<file path="src/rtl/stream_packetizer.sv">
// stream_packetizer
//   Buffers 16-bit sample words and emits them as fixed-length byte packets
//   towards a UART transmitter. Each word leaves as two bytes: the low byte
//   first, then the high byte. Packet header fields (Source, Destination,
//   Length) ride alongside every byte of the packet.
//
// Ports
//   ipClk        single clock, rising edge
//   ipReset      asynchronous, active-low reset
//   ipData       sample word
//   ipValid      ipData valid this cycle (no backpressure)
//   ipTxReady    downstream accepts the presented byte this cycle
//   opTxStream   byte stream with framing and header fields
//   opFIFO_Size  words currently buffered
//   opOverflow   one-cycle pulse when an input word was dropped

package stream_packetizer_pkg;
  typedef struct packed {
    logic       Valid;
    logic       SoP;
    logic       EoP;
    logic [7:0] Source;
    logic [7:0] Destination;
    logic [7:0] Length;
    logic [7:0] Data;
  } UART_PACKET;
endpackage

module stream_packetizer
  import stream_packetizer_pkg::*;
#(
  parameter logic [7:0]  SOURCE_ADDR  = 8'h10,
  parameter logic [7:0]  DEST_ADDR    = 8'h00,
  parameter int unsigned PACKET_WORDS = 8,
  parameter int unsigned DEPTH        = 32
) (
  input  logic                     ipClk,
  input  logic                     ipReset,
  input  logic [15:0]              ipData,
  input  logic                     ipValid,
  input  logic                     ipTxReady,
  output UART_PACKET               opTxStream,
  output logic [$clog2(DEPTH):0]   opFIFO_Size,
  output logic                     opOverflow
);

  localparam int unsigned AW   = $clog2(DEPTH);
  localparam int unsigned CW   = AW + 1;
  localparam int unsigned PTRW = (AW == 0) ? 1 : AW;

  localparam logic [CW-1:0]   CNT_FULL  = CW'(DEPTH);
  localparam logic [CW-1:0]   CNT_PKT   = CW'(PACKET_WORDS);
  localparam logic [PTRW-1:0] PTR_LAST  = PTRW'(DEPTH - 1);
  localparam logic [6:0]      LAST_WORD = 7'(PACKET_WORDS - 1);
  localparam logic [7:0]      PKT_LEN   = 8'(2 * PACKET_WORDS);

  localparam logic [1:0] ST_IDLE      = 2'd0;
  localparam logic [1:0] ST_SEND_LOW  = 2'd1;
  localparam logic [1:0] ST_SEND_HIGH = 2'd2;

  logic [15:0]     mem [DEPTH];
  logic [PTRW-1:0] wrPtr;
  logic [PTRW-1:0] rdPtr;
  logic [CW-1:0]   count;
  logic [1:0]      state;
  logic [6:0]      wordCnt;

  logic        full;
  logic        pop;
  logic        wrEn;
  logic        drop;
  logic        lastWord;
  logic [15:0] rdWord;

  always_comb begin
    full     = (count == CNT_FULL);
    pop      = (state == ST_SEND_HIGH) && ipTxReady;
    // A pop in the same cycle frees the slot, so a full buffer still accepts.
    wrEn     = ipValid && (!full || pop);
    drop     = ipValid && full && !pop;
    lastWord = (wordCnt == LAST_WORD);
    rdWord   = mem[rdPtr];
  end

  // Storage carries no reset; discarding data on reset is done by the pointers.
  always_ff @(posedge ipClk) begin
    if (wrEn) begin
      mem[wrPtr] <= ipData;
    end
  end

  always_ff @(posedge ipClk or negedge ipReset) begin
    if (!ipReset) begin
      wrPtr      <= '0;
      rdPtr      <= '0;
      count      <= '0;
      opOverflow <= 1'b0;
    end else begin
      opOverflow <= drop;
      if (wrEn) begin
        wrPtr <= (wrPtr == PTR_LAST) ? '0 : wrPtr + 1'b1;
      end
      if (pop) begin
        rdPtr <= (rdPtr == PTR_LAST) ? '0 : rdPtr + 1'b1;
      end
      case ({wrEn, pop})
        2'b10:   count <= count + 1'b1;
        2'b01:   count <= count - 1'b1;
        default: count <= count;
      endcase
    end
  end

  always_ff @(posedge ipClk or negedge ipReset) begin
    if (!ipReset) begin
      state   <= ST_IDLE;
      wordCnt <= '0;
    end else begin
      case (state)
        ST_IDLE: begin
          if (count >= CNT_PKT) begin
            state   <= ST_SEND_LOW;
            wordCnt <= '0;
          end
        end
        ST_SEND_LOW: begin
          if (ipTxReady) begin
            state <= ST_SEND_HIGH;
          end
        end
        ST_SEND_HIGH: begin
          if (ipTxReady) begin
            if (lastWord) begin
              state <= ST_IDLE;
            end else begin
              state   <= ST_SEND_LOW;
              wordCnt <= wordCnt + 1'b1;
            end
          end
        end
        default: state <= ST_IDLE;
      endcase
    end
  end

  // Byte fields decode straight from registered state and the buffer head;
  // the head word cannot change until its high byte is accepted, so the
  // presented byte stays stable while the transmitter stalls.
  always_comb begin
    opTxStream = '0;
    if (state != ST_IDLE) begin
      opTxStream.Valid       = 1'b1;
      opTxStream.SoP         = (state == ST_SEND_LOW) && (wordCnt == '0);
      opTxStream.EoP         = (state == ST_SEND_HIGH) && lastWord;
      opTxStream.Source      = SOURCE_ADDR;
      opTxStream.Destination = DEST_ADDR;
      opTxStream.Length      = PKT_LEN;
      opTxStream.Data        = (state == ST_SEND_HIGH) ? rdWord[15:8] : rdWord[7:0];
    end
  end

  assign opFIFO_Size = count;

endmodule
</file>
<file path="config.mk">
export PLATFORM = sky130hd
export DESIGN_NAME = stream_packetizer
export DESIGN_NICKNAME = d
export VERILOG_FILES = /design/src/rtl/stream_packetizer.sv
export SDC_FILE = /design/constraint.sdc
export NUM_CORES = 1
export LEC_CHECK = 0
export BUFFER_PORTS_ARGS = -buffer_cell sky130_fd_sc_hd__buf_4
export CORE_MARGIN = 3
export CORE_UTILIZATION = 45
export CTS_CLUSTER_DIAMETER = 150
export CTS_CLUSTER_SIZE = 25
export DETAILED_ROUTE_END_ITERATION = 8
export GPL_TIMING_DRIVEN = 0
export PLACE_DENSITY_LB_ADDON = 0.1
export SETUP_SLACK_MARGIN = 0.3
export SLEW_MARGIN = 20
export SYNTH_ARGS = -nofsm -noshare
export SYNTH_HDL_FRONTEND = slang
export SYNTH_SLANG_ARGS = --single-unit
</file>
<file path="constraint.sdc">
create_clock -name ipClk -period 3.15 [get_ports ipClk]
set_clock_uncertainty 0.15 [all_clocks]
set_input_delay 0.1575 -clock ipClk [delete_from_list [all_inputs] [get_ports ipClk]]
set_output_delay 0.1575 -clock ipClk [all_outputs]
set_load 0.02 [all_outputs]
</file>
==> results.txt <==
H-tree levels - 1
Synth top area share - 0.716
Yosys reg bits - 538
CTS tree - yes
area of the mapped netlist - 21500 um^2
vias in the first global route - 10.9k
clock-pin slew on the worst setup and hold paths - 0.10 ns
Max Clock Freq - 287 MHz
die area - 50400 um^2
setup TNS - -2.30 ns
CP Class - reg2out
nets - 1248
# clock sinks - 538
number of synthesized flops with an enable pin - 512
I/O Pins - 62
vias per inst - 5.91
total congestion overflow - 0
Core ar. - 46900 um^2
First-pass DRT Iterations - 5
largest cells by area after synthesis - edfxtp_1 (72%), mux4_2 (14%), dfrtp_1 (3.0%)
CTS Root Cell - clkbuf_16
post-DP HPWL - 33400 um
CP Launch Type - flop
layout cell share with drive strength beyond 1 - 0.334
Initial Util - 0.458
distinct cell type count after synthesis - 54
fin. max-slew vios - 0
status - finished with violations
Slew @ Worst Pin - 0.880 ns
Vias - 10.8k
crit path time final - 3.48 ns
period utilisation layout - 1.11
Hold Crit Depth - 3
most common cell in the netlist - edfxtp_1
FF-to-FF End - mem[1][0]
Worst setup startpoint - rdPtr[0]
P&R area growth vs syn - 17.5%
Total Power - 19000 uW
synth warn - 0
Avg Inst Size Synth - 20.5 um^2
power density cells - 752 nW/um^2
Die X - 224 um
endpoints failing hold - 0
floorplan row count - 79
Hold WS - 0.201 ns
sequential area share after synthesis - 0.746
Max VDD drop - 0.000382 V
Seq. cell area - 16000 um^2
WL final - 54500 um
Longest Clk Path Bufs - 3
Clock Latency Late Sink - 0.59 ns
CP max FO - 10
DRC Markers - 0
P_leak - 0.00804 uW
Hold Crit Class - in2reg
post-detailed-route wirelength per cell - 29.7 um
first-pass GRT wire length - 78900 um
IO buf count - 39
RSZ-0062 raised after global routing - yes
Final Worst Setup Slack - -0.333 ns
predominant post-synthesis flop cell - edfxtp_1
reg2reg path depth - 9
failing checks - setup timing
Routability Congestion - 0.838
TritonCTS Buffers - 25
max-cap viol count - 0
CP Capture Type - primary output
Routed Antenna Nets - 0
initial antenna violation count - 0
Die Span Y - 224 um
dominant cell type by area after synthesis - edfxtp_1
asr flop ratio synth - 0.0483
multi-input logic area - 5470 um^2
Synth top cells by count - edfxtp_1 (512), mux4_2 (130), nor2_1 (54), buf_4 (36), nand2_1 (32)
FF-to-FF setup slack - 0.46 ns
Setup violations, final - 8
fillers - 3616
headroom to the max-slew limit - 0.414
RR Startpoint - state[0]
CP required - 2.84 ns
number of DRC markers in iteration 0 - 1253
Post-Syn Instances - 1046
largest net degree at the start of global routing - 33
critical path data arrival time - 3.18 ns
post-place setup slack - -0.735 ns
total track usage - 0.220
Critical Path End - opTxStream[2]
[state kept, by name, summed over array words and instances, names as in the netlist]
| register | flops |
|---|---|
| rdPtr | 5 |
| state | 2 |
| opOverflow | 1 |
| mem | 512 |
| opFIFO_Size | 6 |
| wordCnt | 7 |
| wrPtr | 5 |
[area by class of cell]
type | count | area share
inverter | 8 | 0.00119
buffer | 79 | 0.0273
sequential | 538 | 0.635
multi-input combinational | 442 | 0.217
antenna | 1 | 0.0000992
timing repair buffer | 124 | 0.0623
clock buffer | 34 | 0.0261
clock inverter | 1 | 0.000645
tap | 607 | 0.0301
[kinds of logic (layout without fill, tap and decap cells)]
kind of cell    after synthesis  count (layout)  synth area share
flops                       538             538             0.746
fa+ha+maj                    10              10           0.00583
buf+inv                      87             246            0.0252
other cells                   1              23          0.000175
simple gates                149             149            0.0330
xor+xnor                      6               6           0.00245
compound gates               78              78            0.0255
mux                         177             177             0.161
[critical path, cell delays in order (launching register included)]
cell and delay, ns:
dfrtp_1 0.38, buf_6 0.14, buf_12 0.16, buf_12 0.16, mux4_2 0.51, mux4_2 0.59, o2111ai_4 0.28, o311ai_4 0.17
buf_6 0.17
[where the power goes]
part | leakage (uW) | switching (uW) | total (uW) | internal, uW
registers | 0.00494 | 194 | 8440 | 8250
logic | 0.00277 | 3830 | 6900 | 3070
clock network | 0.000326 | 2150 | 3630 | 1480
total | 0.00804 | 6170 | 19000 | 12800
[cell usage in the layout (no fill, tap or decap), drive strengths merged, types with 10 or more instances in the layout]
cell / n
nand3: 14
nor2: 54
mux4: 133
dlygate4sd3: 20
o21ai: 20
clkbuf: 56
buf: 160
nor2b: 16
nand2: 32
conb: 22
ha: 10
mux2: 15
mux2i: 29
dfrtp: 26
edfxtp: 512
[layer usage]
layer | track usage | wire length [um]
met5 | 0 | 0
met4 | 0.0716 | 1740
met3 | 0.0251 | 3070
met2 | 0.352 | 26200
met1 | 0.322 | 23400
[worst min path at each step]
| stage | start | endpoint | slack, ns |
|---|---|---|---|
| finish | ipTxReady | state[0] | 0.20 |
| global placement | ipReset | wordCnt[0] | -0.05 |
| floorplan | ipReset | opFIFO_Size[0] | -0.29 |
| detailed placement | ipReset | wordCnt[2] | -0.05 |
| global route | ipTxReady | state[1] | 0.21 |
| CTS | ipTxReady | state[0] | 0.18 |
[timing repair]
item,in CTS,in global routing
gates resized for setup,106,18
endpoints found under the setup margin,525,504
endpoints found under the hold margin,553,0
hold buffers,21,0
pin swaps,34,9
buffers inserted,50,1
[stage by stage]
step            util  area [um^2]  std cells
2_1_floorplan      -        21500       1067
3_3_place_gp   0.482        22600       1713
3_5_place_dp   0.495        23200       1726
4_1_cts        0.537        25100       1832
5_1_grt        0.538        25200       1833
6_report       0.538        25200       1834
Note: power is estimated with default switching activity, not from simulation.
